==> src/rtl/rv32i_pkg.sv <==
// rtl/rv32i_pkg.sv - RV32I opcode constants and fetch-stage shared types
package rv32i_pkg;

  localparam logic [6:0] OP_R      = 7'b0110011;
  localparam logic [6:0] OP_I      = 7'b0010011;
  localparam logic [6:0] OP_LOAD   = 7'b0000011;
  localparam logic [6:0] OP_STORE  = 7'b0100011;
  localparam logic [6:0] OP_BRANCH = 7'b1100011;
  localparam logic [6:0] OP_JAL    = 7'b1101111;
  localparam logic [6:0] OP_JALR   = 7'b1100111;
  localparam logic [6:0] OP_LUI    = 7'b0110111;
  localparam logic [6:0] OP_AUIPC  = 7'b0010111;

  localparam logic [31:0] NOP_INSTR        = 32'h0000_0013;
  localparam logic [31:0] DEFAULT_RESET_PC = 32'h0000_0000;

  typedef struct packed {
    logic [31:0] instr;
    logic [31:0] pc;
  } fetch_entry_t;

endpackage

==> src/rtl/fetch_fifo.sv <==
// rtl/fetch_fifo.sv - in-order fifo with synchronous flush, push/pop legal in the same cycle when full
module fetch_fifo #(
  parameter int DEPTH = 2,
  parameter int WIDTH = 64,
  localparam int PW = (DEPTH > 1) ? $clog2(DEPTH) : 1,
  localparam int CW = $clog2(DEPTH + 1)
) (
  input  logic             clk,
  input  logic             rst,
  input  logic             flush,
  input  logic             push,
  input  logic [WIDTH-1:0] push_data,
  input  logic             pop,
  output logic [WIDTH-1:0] head,
  output logic             full,
  output logic             empty,
  output logic [CW-1:0]    count
);

  logic [WIDTH-1:0] mem [DEPTH];
  logic [PW-1:0]    rd_ptr;
  logic [PW-1:0]    wr_ptr;
  logic             do_push;
  logic             do_pop;

  // Pointers wrap explicitly so non-power-of-two depths work.
  function automatic logic [PW-1:0] ptr_inc(input logic [PW-1:0] p);
    return (p == PW'(DEPTH - 1)) ? '0 : p + PW'(1);
  endfunction

  assign full    = (count == CW'(DEPTH));
  assign empty   = (count == '0);
  assign do_pop  = pop & ~empty;
  assign do_push = push & (~full | do_pop);
  assign head    = mem[rd_ptr];

  always_ff @(posedge clk) begin
    if (do_push) mem[wr_ptr] <= push_data;
  end

  always_ff @(posedge clk) begin
    if (rst || flush) begin
      rd_ptr <= '0;
      wr_ptr <= '0;
      count  <= '0;
    end else begin
      if (do_push) wr_ptr <= ptr_inc(wr_ptr);
      if (do_pop)  rd_ptr <= ptr_inc(rd_ptr);
      count <= count + CW'(do_push) - CW'(do_pop);
    end
  end

  a_no_overflow: assert property (@(posedge clk) disable iff (rst || flush) !(push && full && !pop));

endmodule

==> src/rtl/instr_fetch.sv <==
// rtl/instr_fetch.sv - RV32I fetch stage: PC, credit-limited imem requests, instruction buffer, redirect flush
module instr_fetch
  import rv32i_pkg::*;
#(
  parameter logic [31:0] RESET_PC   = DEFAULT_RESET_PC,
  parameter int          FIFO_DEPTH = 2
) (
  input  logic        clk,
  input  logic        rst,
  output logic        imem_req,
  output logic [31:0] imem_addr,
  input  logic        imem_gnt,
  input  logic        imem_rvalid,
  input  logic [31:0] imem_rdata,
  input  logic        redirect_valid,
  input  logic [31:0] redirect_pc,
  input  logic        id_ready,
  output logic        if_valid,
  output logic [31:0] if_instr,
  output logic [31:0] if_pc,
  output logic [6:0]  opcode,
  output logic [2:0]  funct3,
  output logic [6:0]  funct7
);

  localparam int CW = $clog2(FIFO_DEPTH + 1);

  logic [31:0]   pc;
  logic [CW-1:0] outstanding;
  logic [CW-1:0] outstanding_next;
  logic [CW-1:0] drop;
  logic [CW-1:0] buf_count;
  logic [CW-1:0] tag_count;
  logic [CW:0]   credit_used;
  logic          buf_full, buf_empty, tag_full, tag_empty;
  logic [31:0]   tag_pc;
  fetch_entry_t  buf_head;
  fetch_entry_t  buf_in;
  logic          grant, pop, accept;

  assign grant  = imem_req & imem_gnt;
  assign pop    = if_valid & id_ready & ~redirect_valid;
  // Responses owed to a pre-redirect request are consumed by drop, never buffered.
  assign accept = imem_rvalid & (drop == '0) & ~redirect_valid;

  // In-flight requests plus buffered entries may never exceed the buffer size.
  assign credit_used = {1'b0, outstanding} + {1'b0, buf_count} - {{CW{1'b0}}, pop};
  assign imem_req    = ~rst & (credit_used < (CW + 1)'(FIFO_DEPTH));
  assign imem_addr   = pc;

  assign outstanding_next = outstanding + CW'(grant) - CW'(imem_rvalid);
  assign buf_in           = '{instr: imem_rdata, pc: tag_pc};

  fetch_fifo #(.DEPTH(FIFO_DEPTH), .WIDTH(32)) u_tag_q (
    .clk       (clk),
    .rst       (rst),
    .flush     (redirect_valid),
    .push      (grant & ~redirect_valid),
    .push_data (pc),
    .pop       (accept),
    .head      (tag_pc),
    .full      (tag_full),
    .empty     (tag_empty),
    .count     (tag_count)
  );

  fetch_fifo #(.DEPTH(FIFO_DEPTH), .WIDTH(64)) u_buf (
    .clk       (clk),
    .rst       (rst),
    .flush     (redirect_valid),
    .push      (accept),
    .push_data (buf_in),
    .pop       (pop),
    .head      (buf_head),
    .full      (buf_full),
    .empty     (buf_empty),
    .count     (buf_count)
  );

  assign if_valid = ~rst & ~buf_empty;
  assign if_instr = if_valid ? buf_head.instr : NOP_INSTR;
  assign if_pc    = if_valid ? buf_head.pc : RESET_PC;
  assign opcode   = if_instr[6:0];
  assign funct3   = if_instr[14:12];
  assign funct7   = if_instr[31:25];

  always_ff @(posedge clk) begin
    if (rst) begin
      pc          <= RESET_PC;
      outstanding <= '0;
      drop        <= '0;
    end else begin
      outstanding <= outstanding_next;
      if (redirect_valid) begin
        // Everything still in flight after this edge belongs to the old path.
        pc   <= redirect_pc & ~32'h3;
        drop <= outstanding_next;
      end else begin
        if (grant) pc <= pc + 32'd4;
        if (imem_rvalid && drop != '0) drop <= drop - CW'(1);
      end
    end
  end

  a_rvalid_idle:   assert property (@(posedge clk) disable iff (rst) !(imem_rvalid && outstanding == '0));
  a_buf_overflow:  assert property (@(posedge clk) disable iff (rst) !(accept && buf_full && !pop));
  a_tag_overflow:  assert property (@(posedge clk) disable iff (rst) !(grant && tag_full));
  a_tag_underflow: assert property (@(posedge clk) disable iff (rst) !(accept && tag_empty));
  a_tag_count:     assert property (@(posedge clk) disable iff (rst) tag_count <= outstanding);

endmodule
==> config.mk <==
export PLATFORM = sky130hd
export DESIGN_NAME = instr_fetch
export DESIGN_NICKNAME = d
export VERILOG_FILES = /design/src/rtl/rv32i_pkg.sv /design/src/rtl/fetch_fifo.sv /design/src/rtl/instr_fetch.sv
export SDC_FILE = /design/constraint.sdc
export NUM_CORES = 1
export LEC_CHECK = 0
export CAP_MARGIN = 30
export CORE_MARGIN = 1
export CORE_UTILIZATION = 38
export CTS_BUF_LIST = sky130_fd_sc_hd__clkbuf_4 sky130_fd_sc_hd__clkbuf_8 sky130_fd_sc_hd__clkbuf_16
export CTS_CLUSTER_SIZE = 30
export DETAILED_ROUTE_END_ITERATION = 12
export PLACE_DENSITY = 0.7
export SYNTH_ARGS = -nofsm -noshare
export SYNTH_HDL_FRONTEND = slang
export SYNTH_SLANG_ARGS = --single-unit
==> constraint.sdc <==
create_clock -name clk -period 13.8 [get_ports clk]
set_input_delay 2.76 -clock clk [delete_from_list [all_inputs] [get_ports clk]]
set_output_delay 2.76 -clock clk [all_outputs]
set_load 0.05 [all_outputs]
======== After elaboration in Yosys (flattened, before gate mapping) ========
Memory sizes are Yosys's and may differ from the RTL's. A register that Yosys moved wholly into a read port is not among the register bits.
Cells that the tools add are included.
storage, ports and cells
  memories ................................ 2
  register bits after elaboration ......... 44
  memory bits (writable) .................. 192
memory list
  name         words  width  read ports  clocked after Yosys merged registers in  write ports  RTL line          text
  u_buf.mem    2      64     1           1                                        1            fetch_fifo.sv:20  logic [WIDTH-1:0] mem [DEPTH];
  u_tag_q.mem  2      32     1           1                                        1            fetch_fifo.sv:20
operators by class
  reduce and logical (&&, ||, !) cells .... 9
  add/sub/neg operators ................... 14
  order comparisons ....................... 1
  mux-type cells .......................... 18
  bitwise gates (word level) .............. 20
  equal/unequal tests ..................... 2
operators by type and width
  cell                     number
  $mux W32                 4
  $add A32 B3 Y32 const B  1
  $and A1 B1 Y1            12
  $mux W1                  12
  $add A2 B1 Y2            3
  $logic_not A2 Y1         3
  $not A1 Y1               6
  $reduce_bool A2 Y1       3
  $sub A2 B1 Y2            3
  $add A1 B1 Y1 const B    4
  $eq A2 B2 Y1 const B     2
  $mux W2                  2
  $add A2 B2 Y3            1
  $lt A3 B2 Y1 const B     1
  $sub A3 B1 Y3            1
  $or A1 B1 Y1             2
  $reduce_or A2 Y1         1
  $sub A2 B1 Y2 const B    1
  $logic_and A1 B1 Y1      1
  $logic_or A1 B1 Y1       1

======== Logic depth before layout (Yosys ltp) ========
Gate-level depths: netlist of run 1.
  word-level depth ........................ 13
  depth in mapped cells ................... 17
  mapped depth without buffers ............ 14

======== Modules after synthesis ========
Synthesis of run 1 repeated with hierarchy kept, for this count alone.
second synthesis, totals
  cell total of the unflattened synthesis .. 732
  area, all modules ....................... 10,187.3 um^2
by module, submodules not included
  module                 times used  cells an instance  area each (um^2)  sequential area each (um^2)
  fetch_fifo at u_buf    1           232                4,858.4           3,943.8
  instr_fetch            1           367                2,768.9           680.7
  fetch_fifo at u_tag_q  1           133                2,560.0           2,021.9

======== Least setup slack after synthesis of run 1 ========
No wires, ideal clock.
  path kind ............................... input to output
  from .................................... input port redirect_valid
  to ...................................... output port imem_req
  data arrival time ....................... 5.405 ns
  setup slack ............................. 5.635 ns
  buffers on the path ..................... 2
  stages .................................. 10
  cells stage by stage .................... clkbuf_1 -> or2_2 -> clkbuf_1 -> nor2_1 -> ha_1 -> nand2b_1 -> fa_1 -> xor2_1 -> nand2_1 -> nor2_1
on the way
  word-level cells in the longest chain between the ends .. 5
ends and longest elaborated chain
  element        RTL line           text
  from (decl)    instr_fetch.sv:15  input logic redirect_valid,
  $not A1 Y1     instr_fetch.sv:42  assign pop = if_valid & id_ready & ~redirect_valid;
  $and A1 B1 Y1  instr_fetch.sv:42
  $sub A3 B1 Y3  instr_fetch.sv:47  assign credit_used = {1'b0, outstanding} + {1'b0, buf_count} - {{CW{1'b0}}, pop};
  $lt A3 B2 Y1   instr_fetch.sv:48  assign imem_req = ~rst & (credit_used < (CW + 1)'(FIFO_DEPTH));
  $and A1 B1 Y1  instr_fetch.sv:48
  to (decl)      instr_fetch.sv:10  output logic imem_req,
Every way passes these cells.

======== Worst setup path in the final report of run 1 ========
Ends and elaborated chain as after synthesis.

==> metrics, run 1 <==
status=completed; Cell Chain, Critical Path=clkdlybuf4s50_1 > or2_2 > nor2_1 > ha_1 > nand2b_1 > fa_1 > xor2_1 > nand2_1 > nor2_1 > clkdlybuf4s50_1; first-pass GRT wire length=31600 microns; post-route setup TNS=0 ps; fraction of registers with async set or reset after synthesis=0%; synthesized flop and latch total=228; clk_lat worst skew=510 ps; top_reg_cell synth=edfxtp_1; area added between synthesis and finish=30.2%; multiplexer share of the synthesized area=10.3%; DIE AREA=25600 sq um; area leader, netlist=edfxtp_1; Post-CTS Hold Fix Bufs=0; fin area=12300 sq um; max-cap check violation count=0; detailed-placement wirelength estimate=12900 microns; yosys warns=0; RSZ-0062 raised after global routing=false; Routed Antenna Nets=0; Ports=185; Pins Over Slew Limit=0; post-CTS setup buffer count=0; post-DR wirelength/cell=17.5 microns; post-route minimum period=9310 ps; clk buf depth=3; largest net degree at the start of global routing=63; die height=160 microns; core area=24400 sq um; Synth Area in XOR/XNOR=3.70%; Fin. Hold Viols=0; # clock sinks=228; syn avg cell area=14.0 sq um; Min Hold Slack=518 ps; most instantiated cells after synthesis=edfxtp_1, nor2_1, mux2i_1; slowest CP cell=clkdlybuf4s50_1; Placer Congestion=0.760; HP Class=register to register; Synth area leaders=edfxtp_1, dfxtp_1, mux2i_1; Resize count post-CTS=0; Rel. slew slack=37.3%; total number of vias=5768; CP Launch Type=input pin; most frequent cell after synthesis=edfxtp_1; H-tree levels=1; Finish-stage setup viols=0; Root Driver=clkbuf_16; Setup Slack @ Placement=4460 ps; Total Wirelength=20600 microns; # port buffers=178; n_diodes=0; main combinational cell family by area after synthesis=multiplexers; Final Cycle Share=67.5%; setup slack after layout=4490 ps; grt met3 use=2.88%; Yosys top cell area share=58.4%; EDFF count, synth=184; fmax=0.107 GHz; clock transition at the registers of the reported paths=60 ps; Cell Count, Final, Fillers Out=1182; First DRT Iteration DRCs=264; die width=160 microns; Netlist cell types=43; complex-gate fraction of the synthesized area=3.25%; grt peak-use layer=met2; GRT met1 Usage=20.6%; placed cells=1137; Crit Path Category=input pin to output pin; peak supply drop=67.8 uV; Seq/Total Area, Yosys=67.7%; total CTS buffers=25; Synth Area in Adders=1.53%; Rows=57; Layout Skew=6.83 ps; routed vias/inst=4.88; antenna violations before repair=0; placed cell areas=11500 sq um; Synth Area in Simple Gates=9.71%; starting density of the core=38.8%; synthesized instance count=674; DRC Markers=0; TritonCTS clock tree=built; worst slew pin tran=940 ps; CP Capture Type=output pin; gr ovfl total=0; grt met2 use=27.2%; CP arrival=6550 ps; Post-Syn Area=9470 sq um; crit-path max cell delay=810 ps; share of layout cells above drive strength 1=11.2%; Pwr per Cell Area=140 nW/um^2; fin nets=921; crit-path max FO=19; GRT Total Usage=15.9%; required time worst endpoint=11040 ps; Static Leakage=4.03 nW; vias in the first global route=5678; drt first pass iters=4
-- placed cells by master, fill, tap and decap left out, drive strengths merged, types with 9 or more instances in the layout --
cell type and instances:
a211oi 19, a21oi 9, and2 11, and3 11
buf 9, clkbuf 31, clkdlybuf4s50 178, dfxtp 44
edfxtp 184, ha 10, inv 12, mux2 31
mux2i 63, nand2 27, nand3 11, nand4 12
nor2 97, xnor2 23, xor2 17
-- cell type report --
cell class	instances	area [sq um]
well taps	324	405
multi-input cells	386	2740
repair buffers	187	1870
fillers	2128	12100
clock buffers	31	683
flip-flops and latches	228	6410
inverters	12	45.0
clock inverters	14	176
-- cell families after synthesis --
logic type      count (synthesis)
simple gates                  191
flops                         228
xor+xnor                       40
fa+ha+maj                      11
mux                            94
buf+inv                        63
compound gates                 46
other cells                     1
-- critical path: cells and delay by family --
family / cells / cell delay, ps
buf+inv: 2 / 1570
xor+xnor: 1 / 500
simple gates: 5 / 1120
fa+ha+maj: 2 / 610
-- flip-flops by register name, summed over array words and instances (netlist names), named ones only --
register	count
u_buf.mem	124
u_tag_q.mem	60
imem_addr	30
drop	2
outstanding	2
u_buf.count	2
u_tag_q.count	2
u_buf.rd_ptr	1
u_buf.wr_ptr	1
u_tag_q.rd_ptr	1
u_tag_q.wr_ptr	1
-- power breakdown --
group | total (W) | internal [W] | leakage [nW] | switching (W)
sequential | 0.000822 | 0.000797 | 2.05 | 0.0000246
clock | 0.000682 | 0.000425 | 0.424 | 0.000257
combinational | 0.000226 | 0.0000834 | 1.56 | 0.000143
total | 0.00173 | 0.00131 | 4.03 | 0.000424
-- per-stage QoR --
stage          power (W)  utilization (%)
3_5_place_dp     0.00106             47.0
6_report         0.00173             50.6
5_1_grt          0.00180             50.6
3_3_place_gp     0.00106             46.9
2_1_floorplan   0.000982                -
4_1_cts          0.00175             50.6
-- final timing paths --
path / start / end / slack (ps) / cells after the start
max: redirect_valid / imem_req / 4490 / 10
min: u_buf.rd_ptr / register / 520 / 2
max reg2reg: u_buf.count[1] / u_tag_q.mem[0][20] / 9550 / 10
min reg2reg: u_buf.rd_ptr / register / 520 / 2
-- per-layer routing --
layer	wire, microns	share of wire, %
met5	0	0
met4	398	1.9
met3	1280	6.2
met2	10000	49
met1	8930	43
Note: power is estimated with default switching activity, not from simulation.
==> run 2: changes to the inputs <==
==> constraint.sdc (replaced) <==
create_clock -name clk -period 9.3 [get_ports clk]
set_input_delay 1.86 -clock clk [delete_from_list [all_inputs] [get_ports clk]]
set_output_delay 1.86 -clock clk [all_outputs]
set_load 0.05 [all_outputs]
==> metrics, run 2 (synthesized netlist as in run 1, its figures left out) <==
status=completed; placed cells=1137; max-cap check violation count=0; Finish-stage setup viols=0; Biggest register=u_buf.mem; sequential cell area=6410 sq um; setup slack after layout=1760 ps; First DRT Iteration DRCs=287; required time worst endpoint=7440 ps; Cell Count, Final, Fillers Out=1183; fmax=0.133 GHz; post-route minimum period=7540 ps; detailed-placement wirelength estimate=13000 microns; core area=24400 sq um; antenna violations before repair=0; HP Class=register to register; post-route setup TNS=0 ps; Resize count post-CTS=0; post-CTS setup buffer count=0; Static Leakage=4.02 nW; die height=160 microns; final core occ=50.4%; # port buffers=178; RSZ-0062 raised after global routing=false; DRC Markers=0; Fin. Hold Viols=0; crit-path max FO=19; FILL cells=2115; Layout Skew=21.9 ps; TritonCTS clock tree=built; clk buf depth=3; area added between synthesis and finish=29.8%; gr ovfl total=0; share of layout cells above drive strength 1=11.1%; drt first pass iters=4; area of the multi-input gates=2740 sq um; H-tree levels=1; CP Capture Type=output pin; die width=160 microns; commonest non-fill, non-tap cell in the layout=edfxtp_1; Final Cycle Share=81.1%; Total Wirelength=20100 microns; peak supply drop=113 uV; CP Launch Type=input pin; Power Total=0.00251 W; vias in the first global route=5544; clock transition at the registers of the reported paths=60 ps; Ports=185; Crit Path Category=input pin to output pin; largest net degree at the start of global routing=63; total number of vias=5750; # clock sinks=228; first-pass GRT wire length=30900 microns; Root Driver=clkbuf_16; fin nets=921; Rel. slew slack=39.0%; n_diodes=0; Placer Congestion=0.797; number of flip-flops in the largest register=124; total CTS buffers=25; worst slew pin tran=914 ps; Routed Antenna Nets=0; Pwr per Cell Area=205 nW/um^2; Setup Slack @ Placement=1740 ps; routed vias/inst=4.86; starting density of the core=38.8%; Pins Over Slew Limit=0; Rows=57; post-DR wirelength/cell=17.0 microns; commonest non-fill, non-tap cells in the layout=edfxtp_1, clkdlybuf4s50_1, nor2_1; Post-CTS Hold Fix Bufs=0; DIE AREA=25600 sq um; clk_lat worst skew=520 ps; CP arrival=5680 ps; GRT Total Usage=15.6%
[run 2: changes by cell type in the layout (fill, tap and decap cells not counted)]
cell | before | now
bufinv_16 | 4 | 2
clkinvlp_4 | 2 | 0
clkinv_2 | 5 | 3
clkbuf_4 | 4 | 8
inv_6 | 0 | 2
clkbuf_8 | 2 | 1
clkinv_1 | 2 | 4
[run 2: metrics by stage]
step,hold slack (ps),instance area [sq um]
finish,518,12300
CTS,517,12300
detailed placement,501,11500
floorplan,481,9480
global placement,492,11400
global route,557,12300
[run 2: final timing paths]
kind | end | cells after the start | from | slack (ps)
worst max-delay path | imem_req | 10 | redirect_valid | 1760
worst min-delay path | register | 2 | u_buf.rd_ptr | 520
worst max register to register | u_tag_q.mem[0][10] | 10 | u_buf.count[1] | 5210
worst min register to register | register | 2 | u_buf.rd_ptr | 520
[run 2: layout make-up]
class | instances | area share, %
clock buffer | 34 | 5.69
timing repair buffer | 187 | 15.2
sequential | 228 | 52.2
tap | 324 | 3.30
clock inverter | 12 | 0.947
multi-input combinational | 386 | 22.3
inverter | 12 | 0.367
[run 2: worst max-delay path: stages]
cell,delay (ps)
clkdlybuf4s50_1,780
or2_2,580
nor2_1,140
ha_1,230
nand2b_1,150
fa_1,380
xor2_1,490
nand2_1,140
nor2_1,120
clkdlybuf4s50_1,810
[run 2: layer usage]
metal	global-route usage [%]	wire [microns]	vias to the layer above
met1	20.6	8910	2769
met4	3.64	318	0
met3	2.99	1210	24
met5	0	0	-
met2	26.5	9670	185
li1	-	-	2772
[run 2: power by group]
group | leakage (nW) | internal [W] | switching (W)
clock | 0.412 | 0.000584 | 0.000377
sequential | 2.05 | 0.00118 | 0.0000359
combinational | 1.56 | 0.000124 | 0.000211
